$ cat src/rtl/icache_refill_unit.sv
`default_nettype none
// ============================================================================
// Module      : icache_refill_unit
// Description : ICache miss handler. Takes one line miss and issues a
//               line-aligned burst read. It collects the returned beats into
//               a full line, then writes line, tag and index into a
//               round-robin selected way of the tag/data arrays.
// Revision    : 1.0 - initial release
// ============================================================================
module icache_refill_unit #(
  parameter int PLEN        = 32,
  parameter int LINE_WIDTH  = 256,
  parameter int BUS_WIDTH   = 64,
  parameter int SET_ASSOC   = 4,
  parameter int INDEX_WIDTH = 6,
  // derived widths, exposed only so the port list can use them
  parameter int OFFSET_WIDTH = $clog2(LINE_WIDTH / 8),
  parameter int TAG_WIDTH    = PLEN - INDEX_WIDTH - OFFSET_WIDTH
) (
  input  logic                   clk_i,
  input  logic                   rst_i,
  input  logic                   flush_i,
  input  logic                   miss_valid_i,
  output logic                   miss_ready_o,
  input  logic [PLEN-1:0]        miss_paddr_i,
  output logic                   mem_req_valid_o,
  input  logic                   mem_req_ready_i,
  output logic [PLEN-1:0]        mem_req_addr_o,
  output logic [7:0]             mem_req_len_o,
  input  logic                   mem_rsp_valid_i,
  output logic                   mem_rsp_ready_o,
  input  logic [BUS_WIDTH-1:0]   mem_rsp_data_i,
  input  logic                   mem_rsp_last_i,
  output logic                   refill_we_o,
  output logic [SET_ASSOC-1:0]   refill_way_o,
  output logic [INDEX_WIDTH-1:0] refill_index_o,
  output logic [TAG_WIDTH-1:0]   refill_tag_o,
  output logic [LINE_WIDTH-1:0]  refill_line_o,
  output logic                   busy_o
);

  localparam int BEATS     = LINE_WIDTH / BUS_WIDTH;
  localparam int CNT_WIDTH = (BEATS > 1) ? $clog2(BEATS) : 1;
  localparam logic [CNT_WIDTH-1:0] LAST_BEAT   = CNT_WIDTH'(BEATS - 1);
  localparam logic [PLEN-1:0]      OFFSET_MASK = PLEN'((64'd1 << OFFSET_WIDTH) - 64'd1);

  localparam logic [2:0] S_IDLE  = 3'd0;
  localparam logic [2:0] S_REQ   = 3'd1;
  localparam logic [2:0] S_RESP  = 3'd2;
  localparam logic [2:0] S_DRAIN = 3'd3;
  localparam logic [2:0] S_WRITE = 3'd4;

  logic [2:0]            state;
  logic [CNT_WIDTH-1:0]  beat_cnt;
  logic [PLEN-1:0]       line_addr;
  logic [LINE_WIDTH-1:0] line_buf;
  logic [SET_ASSOC-1:0]  rr_way;

  logic accept;
  logic req_fire;
  logic beat_fire;
  logic beat_is_last;
  logic write_fire;
  logic unused_last;

  // The beat counter alone decides the end of a burst; the last flag is
  // deliberately ignored.
  assign unused_last = mem_rsp_last_i;

  assign miss_ready_o    = (state == S_IDLE) && !flush_i;
  assign accept          = miss_valid_i && miss_ready_o;
  assign mem_req_valid_o = (state == S_REQ);
  assign req_fire        = mem_req_valid_o && mem_req_ready_i;
  assign mem_rsp_ready_o = (state == S_RESP) || (state == S_DRAIN);
  assign beat_fire       = mem_rsp_valid_i && mem_rsp_ready_o;
  assign beat_is_last    = (beat_cnt == LAST_BEAT);
  assign write_fire      = (state == S_WRITE) && !flush_i;

  assign mem_req_addr_o = line_addr;
  assign mem_req_len_o  = 8'(BEATS - 1);
  assign refill_we_o    = write_fire;
  assign refill_way_o   = rr_way;
  assign refill_index_o = line_addr[OFFSET_WIDTH +: INDEX_WIDTH];
  assign refill_tag_o   = line_addr[PLEN-1 -: TAG_WIDTH];
  assign refill_line_o  = line_buf;
  assign busy_o         = (state != S_IDLE);

  // Refill sequencing. A flush wins over normal progress, except that an
  // already-issued burst must still be drained.
  always_ff @(posedge clk_i) begin
    if (rst_i) begin
      state <= S_IDLE;
    end else begin
      case (state)
        S_IDLE:  if (accept) state <= S_REQ;
        S_REQ: begin
          if (req_fire)     state <= flush_i ? S_DRAIN : S_RESP;
          else if (flush_i) state <= S_IDLE;
        end
        S_RESP: begin
          if (beat_fire && beat_is_last) state <= flush_i ? S_IDLE : S_WRITE;
          else if (flush_i)              state <= S_DRAIN;
        end
        S_DRAIN: if (beat_fire && beat_is_last) state <= S_IDLE;
        S_WRITE: state <= S_IDLE;
        default: state <= S_IDLE;
      endcase
    end
  end

  // Beat counter. It is cleared when the request is accepted and counts every
  // consumed beat, whether the beat is stored or discarded.
  always_ff @(posedge clk_i) begin
    if (rst_i) begin
      beat_cnt <= '0;
    end else if (req_fire) begin
      beat_cnt <= '0;
    end else if (beat_fire) begin
      beat_cnt <= beat_cnt + CNT_WIDTH'(1);
    end
  end

  // Capture the line-aligned miss address on accept.
  always_ff @(posedge clk_i) begin
    if (rst_i) begin
      line_addr <= '0;
    end else if (accept) begin
      line_addr <= miss_paddr_i & ~OFFSET_MASK;
    end
  end

  // One slice register per beat position. Beats seen while draining are
  // not stored.
  for (genvar k = 0; k < BEATS; k++) begin : g_beat
    localparam logic [CNT_WIDTH-1:0] BEAT_ID = CNT_WIDTH'(k);
    // Store beat k into its slice of the line.
    always_ff @(posedge clk_i) begin
      if (rst_i) begin
        line_buf[k*BUS_WIDTH +: BUS_WIDTH] <= '0;
      end else if (beat_fire && (state == S_RESP) && (beat_cnt == BEAT_ID)) begin
        line_buf[k*BUS_WIDTH +: BUS_WIDTH] <= mem_rsp_data_i;
      end
    end
  end

  // Round-robin victim way. It advances only on a real array write.
  if (SET_ASSOC == 1) begin : g_rr_single
    assign rr_way = 1'b1;
  end else begin : g_rr_multi
    // Rotate the one-hot way left after each completed write.
    always_ff @(posedge clk_i) begin
      if (rst_i) begin
        rr_way <= SET_ASSOC'(1);
      end else if (write_fire) begin
        rr_way <= {rr_way[SET_ASSOC-2:0], rr_way[SET_ASSOC-1]};
      end
    end
  end

endmodule
`default_nettype wire
$ cat config.mk
export PLATFORM = sky130hd
export DESIGN_NAME = icache_refill_unit
export DESIGN_NICKNAME = d
export VERILOG_FILES = /design/src/rtl/icache_refill_unit.sv
export SDC_FILE = /design/constraint.sdc
export NUM_CORES = 1
export LEC_CHECK = 0
export BUFFER_PORTS_ARGS = -buffer_cell sky130_fd_sc_hd__buf_2
export CAP_MARGIN = 25
export CORE_ASPECT_RATIO = 0.5
export CORE_MARGIN = 2
export CORE_UTILIZATION = 48
export CTS_CLUSTER_DIAMETER = 100
export CTS_CLUSTER_SIZE = 14
export DETAILED_ROUTE_END_ITERATION = 6
export GPL_ROUTABILITY_DRIVEN = 0
export PLACE_DENSITY = 0.87
export SLEW_MARGIN = 20
export SYNTH_ARGS = -nofsm -noshare
export SYNTH_HDL_FRONTEND = slang
export SYNTH_SLANG_ARGS = --single-unit
$ cat constraint.sdc
create_clock -name clk_i -period 1.7 [get_ports clk_i]
set_input_delay 0.085 -clock clk_i [delete_from_list [all_inputs] [get_ports clk_i]]
set_output_delay 0.085 -clock clk_i [all_outputs]
set_load 0.005 [all_outputs]
After elaboration in Yosys (flattened, before gate mapping)
Index checks and enable logic that the tools add are counted.
- reductions and logical operators: 18
- $add $sub $neg: 1
- mux-type cells: 9
- eq/ne operators: 11
- operator list (kind ; count):
    2-to-1 mux 3 bit ; 7
    one-hot mux 3 bit (4 select lines) ; 1
    logical AND 1 bit ; 11
    == test 3 x 2 -> 1 bit (second input constant) ; 2
    == test 2 bit (second input constant) ; 2
    AND reduction 4 bit ; 1
    == test 3 x 1 -> 1 bit (second input constant) ; 1
    == test 3 bit (second input constant) ; 1
    zero test 3 bit ; 1
    inequality test 3 x 2 -> 1 bit (second input constant) ; 1
    inequality test 3 bit (second input constant) ; 1
    nonzero test 3 bit ; 1
    adder 2 x 1 -> 2 bit (second input constant) ; 1
    == test 2 x 1 -> 1 bit (second input constant) ; 1
    zero test 2 bit ; 1
    inequality test 2 x 1 -> 1 bit (second input constant) ; 1
    inequality test 2 bit (second input constant) ; 1
    OR reduction 2 bit ; 1
    zero test 1 bit ; 1
    logical OR 1 bit ; 1
    2-to-1 mux 1 bit ; 1
- bits of input ports: 103
- register bits: 292
- word-level logic and storage cells: 47
- output and inout bits: 332

Longest topological paths before layout
- word-level depth: 6
- depth in mapped cells: 8
- gate-level depth less buffers: 5

Least setup slack after synthesis
OpenSTA, ideal clock, no wires.
- path type: register -> register
- start point: register state[1]
- end point: register line_buf[196], in the netlist refill_line_o[196]
- library setup time: 0.136 ns
- buffers on the path: 4
- data required time: 1.564 ns
- data arrival time: 1.263 ns
- slack: 0.301 ns
- period minus slack after synthesis: 1.399 ns
- stages on the path, launching flop included: 9
- cells stage by stage: dfxtp_1 buf_6 and4bb_1 buf_6 nand2_1 buf_4 buf_2 nand2_1 a21oi_2
- cells in the longest elaborated chain, start to end: 5
- elaborated cells between the ends (all ways): 6
- classes of those cells: eq/ne (2); reduce/logical (4)
- ends and longest elaborated chain (what ; RTL line ; RTL):
    start: declaration ; 53 ; logic [2:0] state;
    start signal: assignment ; 97 ; if (req_fire) state <= flush_i ? S_DRAIN : S_RESP;
    start signal: assignment ; 101 ; if (beat_fire && beat_is_last) state <= flush_i ? S_IDLE : S_WRITE;
    == test 3 x 2 -> 1 bit, on equally long branches ; 74, 140 ;
    logical OR 1 bit ; 74 ; assign mem_rsp_ready_o = (state == S_RESP) || (state == S_DRAIN);
    logical AND 1 bit ; 75 ; assign beat_fire = mem_rsp_valid_i && mem_rsp_ready_o;
    logical AND 1 bit * (2 in a row) ; 140 ; end else if (beat_fire && (state == S_RESP) && (beat_cnt == BEAT_ID)) begin
    end signal: indexed assignment ; 141 ; line_buf[k*BUS_WIDTH +: BUS_WIDTH] <= mem_rsp_data_i;
    end: declaration ; 56 ; logic [LINE_WIDTH-1:0] line_buf;
Mark *: on every way between the ends. The rest lies on a longest branch, timed or not.
A chain may end at the register's enable or synchronous reset.

Final worst setup path
- start point: register state[0]
- end point: register line_buf[50], in the netlist refill_line_o[50]
Same word-level chain as after synthesis.

==> results by group <==
Setup path
  • CP Capture Type: register
  • Crit-path leading delay family: simple AND/OR/NAND/NOR gates
  • Crit path buf inv count: 1
  • Critical path required time: ~2.1 ns
  • CP Class: reg2reg
  • Crit path DAT: 2.08 ns
  • Flop-to-flop setup slack: 0.06 ns
  • CP Depth: 5
  • CP startpoint kind: register
  • Crit-path max FO: 53
  • Worst-case reg-to-reg path depth: 5
  • CP peak stage delay: a little over 0.4 ns
  • Slowest stage cell, crit path: and4bb_4
  • Worst-path cell chain: and4bb_4 > and2_4 > buf_12 > nand2_1 > a21oi_2

Placement
  • Placed inst area: 0.0128 mm2
  • Detailed Place HPWL: 22000 um
  • Placed insts: between 1500 and 2000
  • Port Buffers: 415

Synthesis
  • Post-Syn Area per Cell: 8.21 um2
  • Synth warn: 0
  • Seq cells post-synth: a little under 300
  • Post-synthesis async set-or-reset flop share: 0%
  • Cell Area, Synth: 0.0109 mm2
  • Post-synthesis sequential area ratio: 53.6%
  • Synth Instances: 1328
  • Most used DFF post-synth: dfxtp_1
  • Netlist cell types: 36
  • Post-synth EDFFs: 0

Cells and area
  • Final Net Count: 1876
  • Final Instance Area: approximately 0.014 mm2
  • Most frequent cells in the layout: nand2_1 (570), buf_2 (414), dfxtp_1 (292)
  • Ant. Diodes: 0
  • Multi-input logic area: around 0.0041 mm2
  • Non-Filler Instances: slightly above 2000
  • Number of fill cells: 1684
  • Register area: about 0.0058 mm2
  • Share of layout cells above drive strength 1: 29.4%
  • Most common cell after layout, fill and taps aside: nand2_1
  • Area Growth Syn to Fin: 32.4%

Timing
  • Final hold vios: 0
  • Setup Total Neg Slack: 0 ns
  • Fin. max-slew vios: 0
  • Unrepaired setup endpoints after global routing: false
  • Fin Clk Skew: 0.00790 ns
  • Setup violations, final: 0
  • Final Cycle Share: 96.6%
  • FMAX: 609 MHz
  • Fin crit period: about 1.6 ns
  • Final hold slack: around 0.047 ns

Route
  • Met3 wire length: 2370 um
  • Detailed-route via count: ~11000
  • 1st-pass router iterations: 5
  • Routed len/inst: 17.3 um
  • Top routing layer used: met4
  • Count of antenna-violating nets left after detailed routing: 0
  • Initial DRC Count: 987
  • Met2 WL: 17300 um
  • Post-Route WL: around 36000 um
  • Drc violations: 0
  • WL met1: between 10000 and 15000 um
  • DR vias/cell: 5.23

Global route
  • Gr ovfl total: 0
  • Initial antenna violation count: 0
  • Largest net degree at the start of global routing: 83
  • Vias in the first global route: 10300
  • First-pass GRT wire length: 54700 um
  • GR Util All Layers: 28.3%

Power and ir drop
  • Lkg Pwr: around 6 nW
  • Peak supply drop: between 700 and 800 uV
  • PD cells: roughly 920 mW/mm2

Die
  • Die Y-Extent: ~110 um
  • Io pins: between 400 and 500
  • Die Area: 0.0240 mm2
  • # rows: 38
  • Starting density of the core: 49.6%
  • Die X: 217 um
  • Core box area: 0.0220 mm2

Outcome
  • Outcome: complete, no violations

Job
  • Max_cap viols: 0

Clock tree
  • TritonCTS Sinks: 292
  • Root Driver: clkbuf_16
  • Htree depth: 1
  • CTS tree: done
  • CTS max path bufs: 3
  • Worst-path clk slew: about 0.060 ns
  • Clock buffer count from CTS: 24
  • Worst-skew pair later-pin latency: between 0.5 and 0.6 ns

Hold path
  • Hold Path Cell Cnt: 3
  • Hold Crit Class: in2reg
[sequential cells by signal, summed over array words and instances (netlist names)]
| name | flops |
|---|---|
| beat_cnt | 2 |
| mem_req_addr_o | 27 |
| refill_line_o | 256 |
| refill_way_o | 4 |
| state | 3 |
[layout make-up]
cell class	count	area share, %
sequential	292	40.5
multi-input combinational	910	28.6
timing repair buffer	538	23.8
clock buffer	26	4.43
tap	300	2.60
inverter	3	0.0780
[worst paths after layout]
kind,from,endpoint
setup reg to reg,state[0],refill_line_o[50]
setup / recovery,state[0],refill_line_o[50]
hold / removal,rst_i,refill_line_o[250]
hold reg to reg,refill_line_o[250],refill_line_o[250]
[report_power, final]
group | internal (W) | total (W) | switching (W)
Sequential | 0.00696 | 0.00703 | 0.0000759
Combinational | 0.000541 | 0.00124 | 0.000696
Clock | 0.00263 | 0.00495 | 0.00232
Total | 0.0101 | 0.0132 | 0.00309
[what timing repair did]
| action | 4_1_cts | 5_1_grt |
|---|---|---|
| setup endpoints to repair | 1 | 64 |
| pin swaps | 1 | 1 |
| resized for setup | 0 | 3 |
| endpoints found under the hold margin | 288 | 0 |
| buffers inserted | 1 | 0 |
| hold buffers | 95 | 0 |
[tightest hold or removal path, delay by kind of cell]
kind / cells / cell delay, ns
buffers and inverters: 2 / 0.31
AOI/OAI and AO/OA: 1 / 0.13
[layer usage]
metal / global-route usage (%) / up-vias
met2: 48.2 / 536
met1: 33.5 / 5056
met5: 0 / -
li1: - / 5068
met4: 16.8 / 0
met3: 4.88 / 153
[cells by family after synthesis]
family / Yosys count / synth area share, %
compound gates: 290 / 14.8
xor+xnor: 1 / 0.0804
fa+ha+maj: 4 / 0.459
buf+inv: 137 / 9.01
flops: 292 / 53.6
mux: 4 / 0.367
other cells: 2 / 0.0689
simple gates: 598 / 21.6
[per-stage QoR]
stage	setup slack [ns]	utilization (%)	power, W
floorplan	0.301	-	0.00777
global placement	0.139	58.4	0.00818
detailed placement	0.109	58.4	0.00820
CTS	0.0445	65.7	0.0133
global route	0.00116	65.7	0.0137
finish	0.0575	65.7	0.0132
[Yosys cell counts (2+ instances only)]
master    number  area share, %
buf_2         26            1.2
nor2b_1        2           0.11
conb_1         2          0.069
nor4_1         2           0.11
nand2_1      571             20
buf_6         29            3.0
dfxtp_1      292             54
inv_1          3           0.10
buf_4         42            2.9
clkbuf_1      33            1.1
nor3_1         2          0.092
a21oi_1      247             11
a21oi_2       38            3.1
nor2_1         4           0.14
mux2i_1        4           0.37
buf_12         3           0.55
and2_4         4           0.32
ha_1           4           0.46
nand2_2        3           0.17
(Power assumes the default switching activity.)
